<file path="config.mk">
export PLATFORM = sky130hd
export DESIGN_NAME = demux_port_scheduler
export DESIGN_NICKNAME = d
export VERILOG_FILES = /design/src/rtl/demux_sched_pkg.sv /design/src/rtl/demux_winner_pick.sv /design/src/rtl/demux_port_scheduler.sv
export SDC_FILE = /design/constraint.sdc
export NUM_CORES = 1
export LEC_CHECK = 0
export CAP_MARGIN = 25
export CORE_MARGIN = 5
export CORE_UTILIZATION = 49
export CTS_CLUSTER_SIZE = 20
export DETAILED_ROUTE_END_ITERATION = 6
export PLACE_DENSITY = 0.73
export SLEW_MARGIN = 20
export SYNTH_ARGS = -nofsm -noshare
export SYNTH_HDL_FRONTEND = slang
export SYNTH_SLANG_ARGS = --single-unit
</file>
<file path="constraint.sdc">
create_clock -name clk -period 1.9 [get_ports clk]
set_input_delay 0.38 -clock clk [delete_from_list [all_inputs] [get_ports clk]]
set_output_delay 0.38 -clock clk [all_outputs]
set_load 0.005 [all_outputs]
</file>
<file path="src/rtl/demux_sched_pkg.sv">
// Shared constants for the demux port scheduler: FSM encoding, requester count and
// the arbitration mode values.
package demux_sched_pkg;

  localparam int unsigned NREQ = 4;

  typedef enum logic [1:0] {
    IDLE  = 2'd0,
    GRANT = 2'd1,
    GAP   = 2'd2
  } state_e;

  localparam logic MODE_FIXED = 1'b0;
  localparam logic MODE_RR    = 1'b1;

endpackage

</file>
<file path="src/rtl/demux_winner_pick.sv">
// Combinational winner selection: fixed priority (highest index wins) or round-robin
// starting just after the last winner.
module demux_winner_pick
  import demux_sched_pkg::*;
(
  input  logic [NREQ-1:0] req,
  input  logic [1:0]      rr_last,
  input  logic            rr_mode,
  output logic            any_req,
  output logic [1:0]      win_idx
);

  logic [NREQ-1:0] req_ok;
  logic [1:0]      idx;
  logic            found;

  always_comb begin
    req_ok  = '0;
    idx     = '0;
    found   = 1'b0;
    win_idx = 2'd0;
    // Only a definite 1 counts as a request; X/Z falls through to not-requesting.
    for (int i = 0; i < NREQ; i++) begin
      if (req[i]) req_ok[i] = 1'b1;
    end
    any_req = |req_ok;
    if (rr_mode == MODE_RR) begin
      for (int k = 1; k <= NREQ; k++) begin
        idx = rr_last + 2'(k);
        if (!found && req_ok[idx]) begin
          win_idx = idx;
          found   = 1'b1;
        end
      end
    end else begin
      for (int i = 0; i < NREQ; i++) begin
        if (req_ok[i]) win_idx = 2'(i);
      end
    end
  end

endmodule

</file>
<file path="src/rtl/demux_port_scheduler.sv">
// Four-requester scheduler for a shared 1-to-4 demux: bounded bursts, one dead gap cycle
// between owners, fixed-priority or round-robin arbitration. All outputs registered.
module demux_port_scheduler
  import demux_sched_pkg::*;
#(
  parameter int unsigned BURST_LEN = 4,
  parameter int unsigned CNT_W     = 3
) (
  input  logic            clk,
  input  logic            reset,
  input  logic [NREQ-1:0] req,
  input  logic            rr_mode,
  output logic [NREQ-1:0] gnt,
  output logic [1:0]      sel,
  output logic            sel_valid,
  output logic            busy,
  output logic            burst_done
);

  state_e          state_q, state_d;
  logic [CNT_W-1:0] cnt_q, cnt_d;
  logic [1:0]      rr_last_q, rr_last_d;
  logic [NREQ-1:0] gnt_q, gnt_d;
  logic [1:0]      sel_q, sel_d;
  logic            sel_valid_q, sel_valid_d;
  logic            busy_q, busy_d;
  logic            burst_done_q, burst_done_d;

  logic            any_req;
  logic [1:0]      win_idx;
  logic            owner_req;

  demux_winner_pick u_pick (
    .req     (req),
    .rr_last (rr_last_q),
    .rr_mode (rr_mode),
    .any_req (any_req),
    .win_idx (win_idx)
  );

  always_comb begin
    state_d      = state_q;
    cnt_d        = cnt_q;
    rr_last_d    = rr_last_q;
    gnt_d        = gnt_q;
    sel_d        = sel_q;
    sel_valid_d  = sel_valid_q;
    burst_done_d = 1'b0;
    owner_req    = 1'b0;
    if (req[sel_q]) owner_req = 1'b1;

    unique case (state_q)
      IDLE, GAP: begin
        if (any_req) begin
          state_d          = GRANT;
          gnt_d            = '0;
          gnt_d[win_idx]   = 1'b1;
          sel_d            = win_idx;
          sel_valid_d      = 1'b1;
          cnt_d            = '0;
        end else begin
          state_d = IDLE;
        end
      end
      GRANT: begin
        // Release on owner drop or burst exhaustion; other requesters never preempt.
        if (!owner_req || cnt_q == CNT_W'(BURST_LEN - 1)) begin
          state_d      = GAP;
          gnt_d        = '0;
          sel_valid_d  = 1'b0;
          burst_done_d = 1'b1;
          rr_last_d    = sel_q;
        end else begin
          cnt_d = cnt_q + CNT_W'(1);
        end
      end
      default: state_d = IDLE;
    endcase

    busy_d = (state_d != IDLE);
  end

  always_ff @(posedge clk or posedge reset) begin
    if (reset) begin
      state_q      <= IDLE;
      cnt_q        <= '0;
      rr_last_q    <= 2'd3;
      gnt_q        <= '0;
      sel_q        <= 2'd0;
      sel_valid_q  <= 1'b0;
      busy_q       <= 1'b0;
      burst_done_q <= 1'b0;
    end else begin
      state_q      <= state_d;
      cnt_q        <= cnt_d;
      rr_last_q    <= rr_last_d;
      gnt_q        <= gnt_d;
      sel_q        <= sel_d;
      sel_valid_q  <= sel_valid_d;
      busy_q       <= busy_d;
      burst_done_q <= burst_done_d;
    end
  end

  assign gnt        = gnt_q;
  assign sel        = sel_q;
  assign sel_valid  = sel_valid_q;
  assign busy       = busy_q;
  assign burst_done = burst_done_q;

endmodule

</file>
==> results of run 1 <==
[power groups by stage]
stage	combinational, mW	sequential (mW)	clock [mW]
floorplan	0.466	0.603	0
global placement	0.814	0.617	0
detailed placement	0.825	0.614	0
CTS	0.833	0.609	0.173
global route	0.922	0.637	0.185
finish	0.833	0.611	0.171
[Yosys cell counts]
master / count / area, sq um
a211oi_1: 1 / 7.51
a21o_1: 1 / 7.51
a21oi_1: 2 / 10.0
a221oi_1: 2 / 17.5
a221oi_4: 1 / 26.3
a22oi_1: 1 / 7.51
a311o_1: 1 / 10.0
a311oi_1: 1 / 8.76
a32o_1: 2 / 20.0
and3b_1: 1 / 8.76
clkbuf_1: 1 / 3.75
dfrtp_1: 14 / 350
dfstp_2: 2 / 52.6
ha_1: 2 / 25.0
inv_1: 6 / 22.5
mux2_2: 1 / 11.3
mux2_4: 3 / 45.0
mux2i_1: 1 / 10.0
nand2_1: 6 / 22.5
nand2b_1: 5 / 31.3
nor2_1: 5 / 18.8
nor2_2: 1 / 6.26
nor2b_1: 1 / 6.26
o211ai_1: 2 / 15.0
o21ai_0: 8 / 40.0
o32ai_1: 2 / 17.5
or2_2: 1 / 6.26
[logic make-up after synthesis]
family | Yosys count | share of synthesized area [%]
AOI/OAI and AO/OA | 24 | 23.2
adders and majority gates | 2 | 3.10
buffers and inverters | 7 | 3.25
DFF | 16 | 49.8
muxes | 5 | 8.20
and+or+nand+nor | 20 | 12.4
[registers in the layout, indices dropped and copies added (netlist names)]
name and cells:
gnt 4, cnt_q 3, rr_last_q 2, sel 2, state_q 2, burst_done 1, busy 1, sel_valid 1
[timing repair]
item                                    CTS  global route
gates resized for setup                   0             2
hold buffers                              0             0
endpoints found under the setup margin    0             2
[through the flow]
stage               TNS [ps]  utilization (%)  std cells
floorplan                  0                -         74
global placement        -603             67.1        112
detailed placement      -747             67.1        112
CTS                        0             68.6        115
global route               0             69.2        115
finish                     0             69.2        115
[cells in the final DEF, fill, tap and decap left out, types with 2 or more instances in the layout]
master / n
clkdlybuf4s50_1: 15
dfrtp_1: 14
o21ai_0: 8
buf_4: 8
inv_1: 6
nand2_1: 6
nand2b_1: 5
nor2_1: 4
mux2_4: 3
clkbuf_4: 3
a21oi_1: 2
nor2_2: 2
o32ai_1: 2
a32o_1: 2
o211ai_1: 2
ha_1: 2
dfstp_2: 2
[metal layers]
metal  vias up  global-route usage (%)  part of all wire, %  wire [microns]
li1        323                       -                    -               -
met4         0                    3.83                 0.52               9
met1       307                    19.8                   49             852
met2        14                    23.8                   46             794
met5         -                       0                    0               0
met3         2                    2.66                  3.9              67
[area by class of cell]
class | instances | area (sq um)
Tap cell | 16 | 20.0
Fill cell | 135 | 475
Timing Repair Buffer | 23 | 210
Sequential cell | 16 | 403
Inverter | 6 | 22.5
Clock buffer | 3 | 22.5
Multi-Input combinational cell | 51 | 388
[final timing paths]
path / startpoint / to / slack, ps / cells after the start
setup / recovery: cnt_q[0] / cnt_q[1] / 160 / 6
hold / removal: reset / gnt[1] / 460 / 2
setup reg to reg: cnt_q[0] / cnt_q[1] / 160 / 6
max in group asynchronous: reset / state_q[0] / 1060 / 2
min in group clk: cnt_q[0] / cnt_q[0] / 500 / 1
hold reg to reg: cnt_q[0] / cnt_q[0] / 500 / 1
==> flow_metrics.env, run 1 <==
export IMPL_timing_fmax_mhz=575
export IMPL_p_per_area_nw_per_um2=1520
export IMPL_hold_path_class="input pin to async pin"
export IMPL_rsz0062_at_grt="no"
export IMPL_critPathBufInv=0
export IMPL_syn_area_per_cell_sq_um=10.9
export IMPL_power_leakage_nw=0.473
export IMPL_grt_overflow_total=0
export IMPL_tightestPinTransition_ps=594
export IMPL_pwr_share_clk_pct=10.6
export IMPL_critPathKind="flop to flop"
export IMPL_wirelength_microns=1720
export IMPL_crit_required_ps=2090
export IMPL_synthesis_nets=83
export IMPL_rows=14
export IMPL_clock_latency_ps=270
export IMPL_setup_viol_count_final=0
export IMPL_cp_end_kind="flop"
export IMPL_cts_tree="yes"
export IMPL_cts_sinks=16
export IMPL_cts_buffer_depth=2
export IMPL_root_buffer="clkbuf_4"
export IMPL_finClkSkew_ps=2.36
export IMPL_crit_top_cell="ha_1"
export IMPL_place_hpwl_microns=1290
export IMPL_path_clk_slew_ps=90
export IMPL_power_share_combinational_pct=51.6
export IMPL_vias_per_cell=5.62
export IMPL_fin_nets=110
export IMPL_first_iter_violations=7
export IMPL_synth_distinct_cells=27
export IMPL_crit_path_max_fanout=4
export IMPL_grt_pass1_vias=677
export IMPL_ys_ff_latch=16
export IMPL_max_slew_margin_pct=60.4
export IMPL_dpl_instance_area_sq_um=1030
export IMPL_max_stage_delay_ps=400
export IMPL_die_h_microns=50.6
export IMPL_design_area_sq_um=1070
export IMPL_post_place_ws_ps=-103
export IMPL_worst_slack_ps=160
export IMPL_seq_power_share_pct=37.8
export IMPL_gp_congestion=0.764
export IMPL_die_w_microns=50.6
export IMPL_ys_seq_area_share_pct=49.8
export IMPL_path_cells="ha_1 -> ha_1 -> nor2_2 -> a22oi_1 -> or2_2 -> o21ai_0"
export IMPL_grt_max_degree=17
export IMPL_synthToLayoutAreaGrowth_pct=31.9
export IMPL_fin_crit_sh_pct=91.6
export IMPL_dieArea_sq_um=2560
export IMPL_via_count=646
export IMPL_power_switching_share_pct=35.9
export IMPL_drt_wirelength_per_cell_microns=15.0
export IMPL_grt_pass1_wl_microns=2970
export IMPL_post_route_min_period_ps=1740
export IMPL_cp_start_kind="flop"
export IMPL_core_area_sq_um=1540
export IMPL_arrival_ps=1930
export IMPL_vdd_ir_drop_max_v=0.000819
export IMPL_p_sw_mw=0.580
export IMPL_yosys_warnings=0
export IMPL_antenna_found_initial=0
export IMPL_start_util_pct=52.4
export IMPL_post_cts_buffers=0
export IMPL_hold_ws_ps=458
export IMPL_cp_top_family="simple AND/OR/NAND/NOR gates"
export IMPL_syn_inst=74
export IMPL_ant_nets=0
export IMPL_finalPower_mw=1.62
export IMPL_dr_pass1_iters=3
export IMPL_io_buffers=15
export IMPL_slew_violations=0
export IMPL_antenna_cells=0
export IMPL_cpMaxStageDelayCell="dfrtp_1"
export IMPL_netlist_area_sq_um=808
export IMPL_drc=0
export IMPL_numCtsBuffers=3
export IMPL_drive_gt1_share_pct=22.2
export IMPL_io_pin_count=16
export IMPL_run_status="complete, no violations"
export IMPL_htree_levels=1
export IMPL_track_usage_pct=14.6
export IMPL_p_int_mw=1.03
export IMPL_finalHoldViolCount=0
export IMPL_maxCapViolCount=0
Power figures use the tool's default switching activity.
==> run 2, diff against run 1 <==
--- a/config.mk
+++ b/config.mk
@@ -7,10 +7,11 @@
 export LEC_CHECK = 0
 export CAP_MARGIN = 25
 export CORE_MARGIN = 5
-export CORE_UTILIZATION = 49
+export CORE_UTILIZATION = 50
 export CTS_CLUSTER_SIZE = 20
 export DETAILED_ROUTE_END_ITERATION = 6
-export PLACE_DENSITY = 0.73
+export DONT_BUFFER_PORTS = 1
+export PLACE_DENSITY = 0.62
 export SLEW_MARGIN = 20
 export SYNTH_ARGS = -nofsm -noshare
 export SYNTH_HDL_FRONTEND = slang
==> flow_metrics.env, run 2 (synthesis results as in run 1) <==
export IMPL_tightestPinTransition_ps=576
export IMPL_cp_end_kind="flop"
export IMPL_worstReg2RegEnd="gnt[3]"
export IMPL_arrival_ps=1910
export IMPL_die_w_microns=50.2
export IMPL_io_buffers=0
export IMPL_post_route_min_period_ps=1740
export IMPL_fin_nets=87
export IMPL_wirelength_microns=1460
export IMPL_finalSetupTns_ps=0
export IMPL_dr_pass1_iters=4
export IMPL_vias_per_cell=6.13
export IMPL_clock_latency_ps=280
export IMPL_ff2ff_setup_slack_ps=160
export IMPL_fin_crit_sh_pct=91.4
export IMPL_r2r_start="sel[1]"
export IMPL_drt_wirelength_per_cell_microns=15.9
export IMPL_grt_pass1_wl_microns=2540
export IMPL_cpMaxStageDelayCell="a221oi_4"
export IMPL_max_slew_margin_pct=61.5
export IMPL_power_switching_share_pct=38.7
export IMPL_pwr_share_clk_pct=12.5
export IMPL_cts_sinks=16
export IMPL_critPathBufInv=0
export IMPL_rsz0062_at_grt="no"
export IMPL_drc=0
export IMPL_power_leakage_nw=0.376
export IMPL_cts_tree="yes"
export IMPL_grt_pass1_vias=526
export IMPL_setup_worst_path_end="gnt[3]"
export IMPL_gp_congestion=0.742
export IMPL_antenna_cells=0
export IMPL_via_count=564
export IMPL_grt_overflow_total=0
export IMPL_cp_depth=4
export IMPL_htree_levels=1
export IMPL_p_sw_mw=0.522
export IMPL_track_usage_pct=13.1
export IMPL_die_h_microns=50.2
export IMPL_grt_max_degree=17
export IMPL_core_area_sq_um=1520
export IMPL_seq_power_share_pct=46.5
export IMPL_vdd_ir_drop_max_v=0.000680
export IMPL_ant_nets=0
export IMPL_cts_buffer_depth=2
export IMPL_maxCapViolCount=0
export IMPL_rows=14
export IMPL_numCtsBuffers=3
export IMPL_critPathLaunch="sel[1]"
export IMPL_final_common_cell="dfrtp_1"
export IMPL_drive_gt1_share_pct=18.4
export IMPL_antenna_found_initial=0
export IMPL_crit_required_ps=2070
export IMPL_max_stage_delay_ps=490
export IMPL_worst_slack_ps=163
export IMPL_setup_viol_count_final=0
export IMPL_root_buffer="clkbuf_4"
export IMPL_critPathKind="flop to flop"
export IMPL_dieArea_sq_um=2520
export IMPL_rr_worst_depth=4
export IMPL_start_util_pct=53.0
export IMPL_timing_fmax_mhz=576
export IMPL_finalHoldViolCount=0
export IMPL_largest_reg_flops=4
export IMPL_post_place_ws_ps=84.3
export IMPL_crit_path_max_fanout=8
export IMPL_io_pin_count=16
export IMPL_slew_violations=0
export IMPL_p_int_mw=0.828
export IMPL_hold_path_class="input pin to async pin"
export IMPL_p_per_area_nw_per_um2=1580
export IMPL_first_iter_violations=18
export IMPL_synthToLayoutAreaGrowth_pct=5.42
export IMPL_final_cell_mix="14 x dfrtp_1, 8 x o21ai_0, 6 x inv_1, 6 x nand2_1, 5 x nand2b_1"
export IMPL_place_hpwl_microns=1070
export IMPL_cp_start_kind="flop"
export IMPL_cp_top_family="compound AO/OA/AOI/OAI gates"
export IMPL_path_cells="mux2_4 -> a221oi_4 -> nor2_2 -> a32o_1"
export IMPL_finClkSkew_ps=4.19
export IMPL_path_clk_slew_ps=90
export IMPL_power_share_combinational_pct=41.0
export IMPL_run_status="complete, no violations"
run 2: cell count changes in the layout (fill, tap and decap cells not counted):
| cell | change |
|---|---|
| clkdlybuf4s50_1 | -15 |
| buf_4 | -8 |
| a221oi_1 | +1 |
| a221oi_2 | -1 |
| nor2b_1 | -1 |
| nor2b_2 | +1 |
run 2: worst min-delay path by stage:
stage           from    endpoint  slack (ps)  depth (start not counted)
6_report       reset    cnt_q[0]          40                          1
5_1_grt        reset    cnt_q[0]          90                          1
4_1_cts        reset    cnt_q[0]          70                          1
3_5_place_dp   reset    cnt_q[0]         380                          1
3_3_place_gp   reset    cnt_q[0]         370                          1
2_1_floorplan  reset  burst_done         290                          1
run 2: repair_timing:
action	CTS	global route
setup buffers	0	0
hold buffers	0	0
resized for setup	0	2
setup endpoints to repair	0	3
run 2: per-stage QoR:
stage	std cells	power [mW]	instance area, sq um	util (%)	hold slack, ps
floorplan	74	1.07	808	-	292
global placement	89	1.18	825	54.1	365
detailed placement	89	1.18	825	54.1	378
CTS	92	1.36	847	55.6	65.8
global route	92	1.48	852	55.9	86.4
finish	92	1.35	852	55.9	39.2
run 2: layer usage:
layer	track usage (%)	wire, microns
met5	0	0
met4	5.24	13
met1	19.4	700
met2	16.9	638
met3	4.73	109
run 2: power groups by stage:
stage          logic, mW  clock network, mW  registers (mW)
2_1_floorplan      0.466                  0           0.603
3_3_place_gp       0.542                  0           0.636
3_5_place_dp       0.544                  0           0.636
4_1_cts            0.547              0.178           0.631
5_1_grt            0.632              0.196           0.652
6_report           0.553              0.169           0.628
run 2: cell type report:
class / instances / area, sq um
clock buffer: 3 / 22.5
fill: 139 / 672
inverter: 6 / 22.5
multi-input combinational: 51 / 384
sequential: 16 / 403
tap: 16 / 20.0
run 2: worst register-to-register path, stage by stage (launching register included):
cell	delay, ps
dfrtp_1	470
mux2_4	350
a221oi_4	500
nor2_2	90
a32o_1	220
==> run 3, diff against run 2 <==
--- a/config.mk
+++ b/config.mk
@@ -6,11 +6,12 @@
 export NUM_CORES = 1
 export LEC_CHECK = 0
 export CAP_MARGIN = 25
-export CORE_MARGIN = 5
+export CORE_MARGIN = 8
 export CORE_UTILIZATION = 50
 export CTS_CLUSTER_SIZE = 20
 export DETAILED_ROUTE_END_ITERATION = 6
 export DONT_BUFFER_PORTS = 1
+export HOLD_SLACK_MARGIN = 0.12
 export PLACE_DENSITY = 0.62
 export SLEW_MARGIN = 20
 export SYNTH_ARGS = -nofsm -noshare
==> flow_metrics.env, run 3 (synthesis results as in run 1) <==
export IMPL_drc=0
export IMPL_grt_pass1_wl_microns=2730
export IMPL_rr_worst_depth=6
export IMPL_p_per_area_nw_per_um2=1570
export IMPL_die_h_microns=56.2
export IMPL_path_cells="ha_1 -> ha_1 -> nor2b_2 -> a22oi_1 -> or2_2 -> o21ai_0"
export IMPL_hold_path_end="state_q[1]"
export IMPL_r2r_start="cnt_q[0]"
export IMPL_tightestPinTransition_ps=596
export IMPL_die_w_microns=56.2
export IMPL_htree_levels=1
export IMPL_hold_depth=2
export IMPL_cp_start_kind="flop"
export IMPL_grt_max_degree=17
export IMPL_rsz0062_at_grt="no"
export IMPL_grt_overflow_total=0
export IMPL_vdd_ir_drop_max_v=0.000704
export IMPL_io_pin_count=16
export IMPL_cp_end_kind="flop"
export IMPL_finalHoldViolCount=0
export IMPL_timing_fmax_mhz=573
export IMPL_finalPower_mw=1.38
export IMPL_start_util_pct=53.7
export IMPL_maxCapViolCount=0
export IMPL_antenna_found_initial=0
export IMPL_rows=14
export IMPL_final_cell_mix="14 x dfrtp_1, 8 x o21ai_0, 6 x inv_1, 6 x nand2_1, 5 x nand2b_1"
export IMPL_wirelength_microns=1490
export IMPL_finalSetupTns_ps=0
export IMPL_synthToLayoutAreaGrowth_pct=8.98
export IMPL_finClkSkew_ps=2.49
export IMPL_clock_latency_ps=280
export IMPL_drt_wirelength_per_cell_microns=15.5
export IMPL_ff_latch_area_sq_um=403
export IMPL_finalNonFillerCells=96
export IMPL_crit_required_ps=2110
export IMPL_hold_ws_ps=374
export IMPL_core_area_sq_um=1510
export IMPL_min_from="req[2]"
export IMPL_track_usage_pct=10.3
export IMPL_cts_buffer_depth=2
export IMPL_hold_path_class="input pin to flop"
export IMPL_setup_viol_count_final=0
export IMPL_gp_congestion=0.797
export IMPL_worstReg2RegEnd="cnt_q[1]"
export IMPL_fill_cells=127
export IMPL_place_hpwl_microns=1120
export IMPL_slew_violations=0
export IMPL_post_cts_buffers=0
export IMPL_grt_pass1_vias=602
export IMPL_dieArea_sq_um=3160
export IMPL_ant_nets=0
export IMPL_cts_sinks=16
export IMPL_crit_path_max_fanout=4
export IMPL_cpMaxStageDelayCell="dfrtp_1"
export IMPL_post_place_ws_ps=60.6
export IMPL_dpl_instance_area_sq_um=840
export IMPL_dr_pass1_iters=4
export IMPL_ff2ff_setup_slack_ps=150
export IMPL_max_slew_margin_pct=60.2
export IMPL_crit_top_cell="ha_1"
export IMPL_post_route_min_period_ps=1750
export IMPL_critPathKind="flop to flop"
export IMPL_dp_cells=91
export IMPL_design_area_sq_um=881
export IMPL_numCtsBuffers=3
export IMPL_fin_crit_sh_pct=91.8
export IMPL_drive_gt1_share_pct=20.0
export IMPL_fin_nets=90
export IMPL_utilization_pct=58.5
export IMPL_final_common_cell="dfrtp_1"
export IMPL_run_status="complete, no violations"
export IMPL_root_buffer="clkbuf_4"
export IMPL_vias_per_cell=6.11
export IMPL_path_clk_slew_ps=90
export IMPL_multi_input_area_sq_um=384
export IMPL_max_stage_delay_ps=400
export IMPL_power_leakage_nw=0.392
export IMPL_first_iter_violations=11
export IMPL_cts_tree="yes"
export IMPL_via_count=587
export IMPL_largest_reg_flops=4
export IMPL_worst_slack_ps=155
export IMPL_arrival_ps=1950
export IMPL_io_buffers=0
export IMPL_antenna_cells=0
-- run 3: cell count changes in the layout (fill, tap and decap cells not counted) --
| cell | delta |
|---|---|
| buf_4 | +2 |
| clkbuf_1 | +1 |
| dlygate4sd3_1 | +1 |
-- run 3: how the worst max path moves through the flow --
| stage | endpoint | depth (start not counted) | slack, ps | startpoint |
|---|---|---|---|---|
| 2_1_floorplan | cnt_q[1] | 6 | 230 | cnt_q[0] |
| 3_3_place_gp | cnt_q[1] | 6 | 150 | cnt_q[0] |
| 3_5_place_dp | cnt_q[1] | 6 | 60 | cnt_q[0] |
| 4_1_cts | cnt_q[1] | 6 | 30 | cnt_q[0] |
| 5_1_grt | cnt_q[1] | 6 | 10 | cnt_q[0] |
| 6_report | cnt_q[1] | 6 | 150 | cnt_q[0] |
-- run 3: layer usage --
| layer | GRT usage (%) | vias to the layer above | wire [microns] | share of wire, % |
|---|---|---|---|---|
| met5 | 0 | - | 0 | 0 |
| met4 | 3.09 | 0 | 22 | 1.5 |
| met3 | 5.02 | 4 | 136 | 9.1 |
| met2 | 17.4 | 17 | 713 | 48 |
| met1 | 11.1 | 280 | 617 | 41 |
| li1 | - | 286 | - | - |
-- run 3: layout make-up --
cell class / instances / share of cell area (%)
Clock buffer: 4 / 2.98
Inverter: 6 / 2.56
Multi-Input combinational cell: 51 / 43.6
Sequential cell: 16 / 45.7
Tap cell: 16 / 2.27
Timing Repair Buffer: 3 / 2.84
-- run 3: what timing repair did --
action,in CTS,in global routing
endpoints found under the setup margin,0,3
gates resized for setup,0,2
endpoints found under the hold margin,14,0
hold buffers,1,0
-- run 3: critical path: cells and delay by family (launching register included) --
family,cells,cell delay (ps)
adder cells (fa/ha/maj),2,430
AND/OR/NAND/NOR,2,520
AO/OA/AOI/OAI,2,320
flip-flops,1,400
-- run 3: power breakdown --
part           internal, mW  total [mW]  leakage [nW]  switching [mW]
Sequential            0.507       0.627         0.196           0.120
Combinational         0.271       0.572         0.181           0.301
Clock                0.0815       0.181        0.0150          0.0992
Total                 0.859        1.38         0.392           0.520
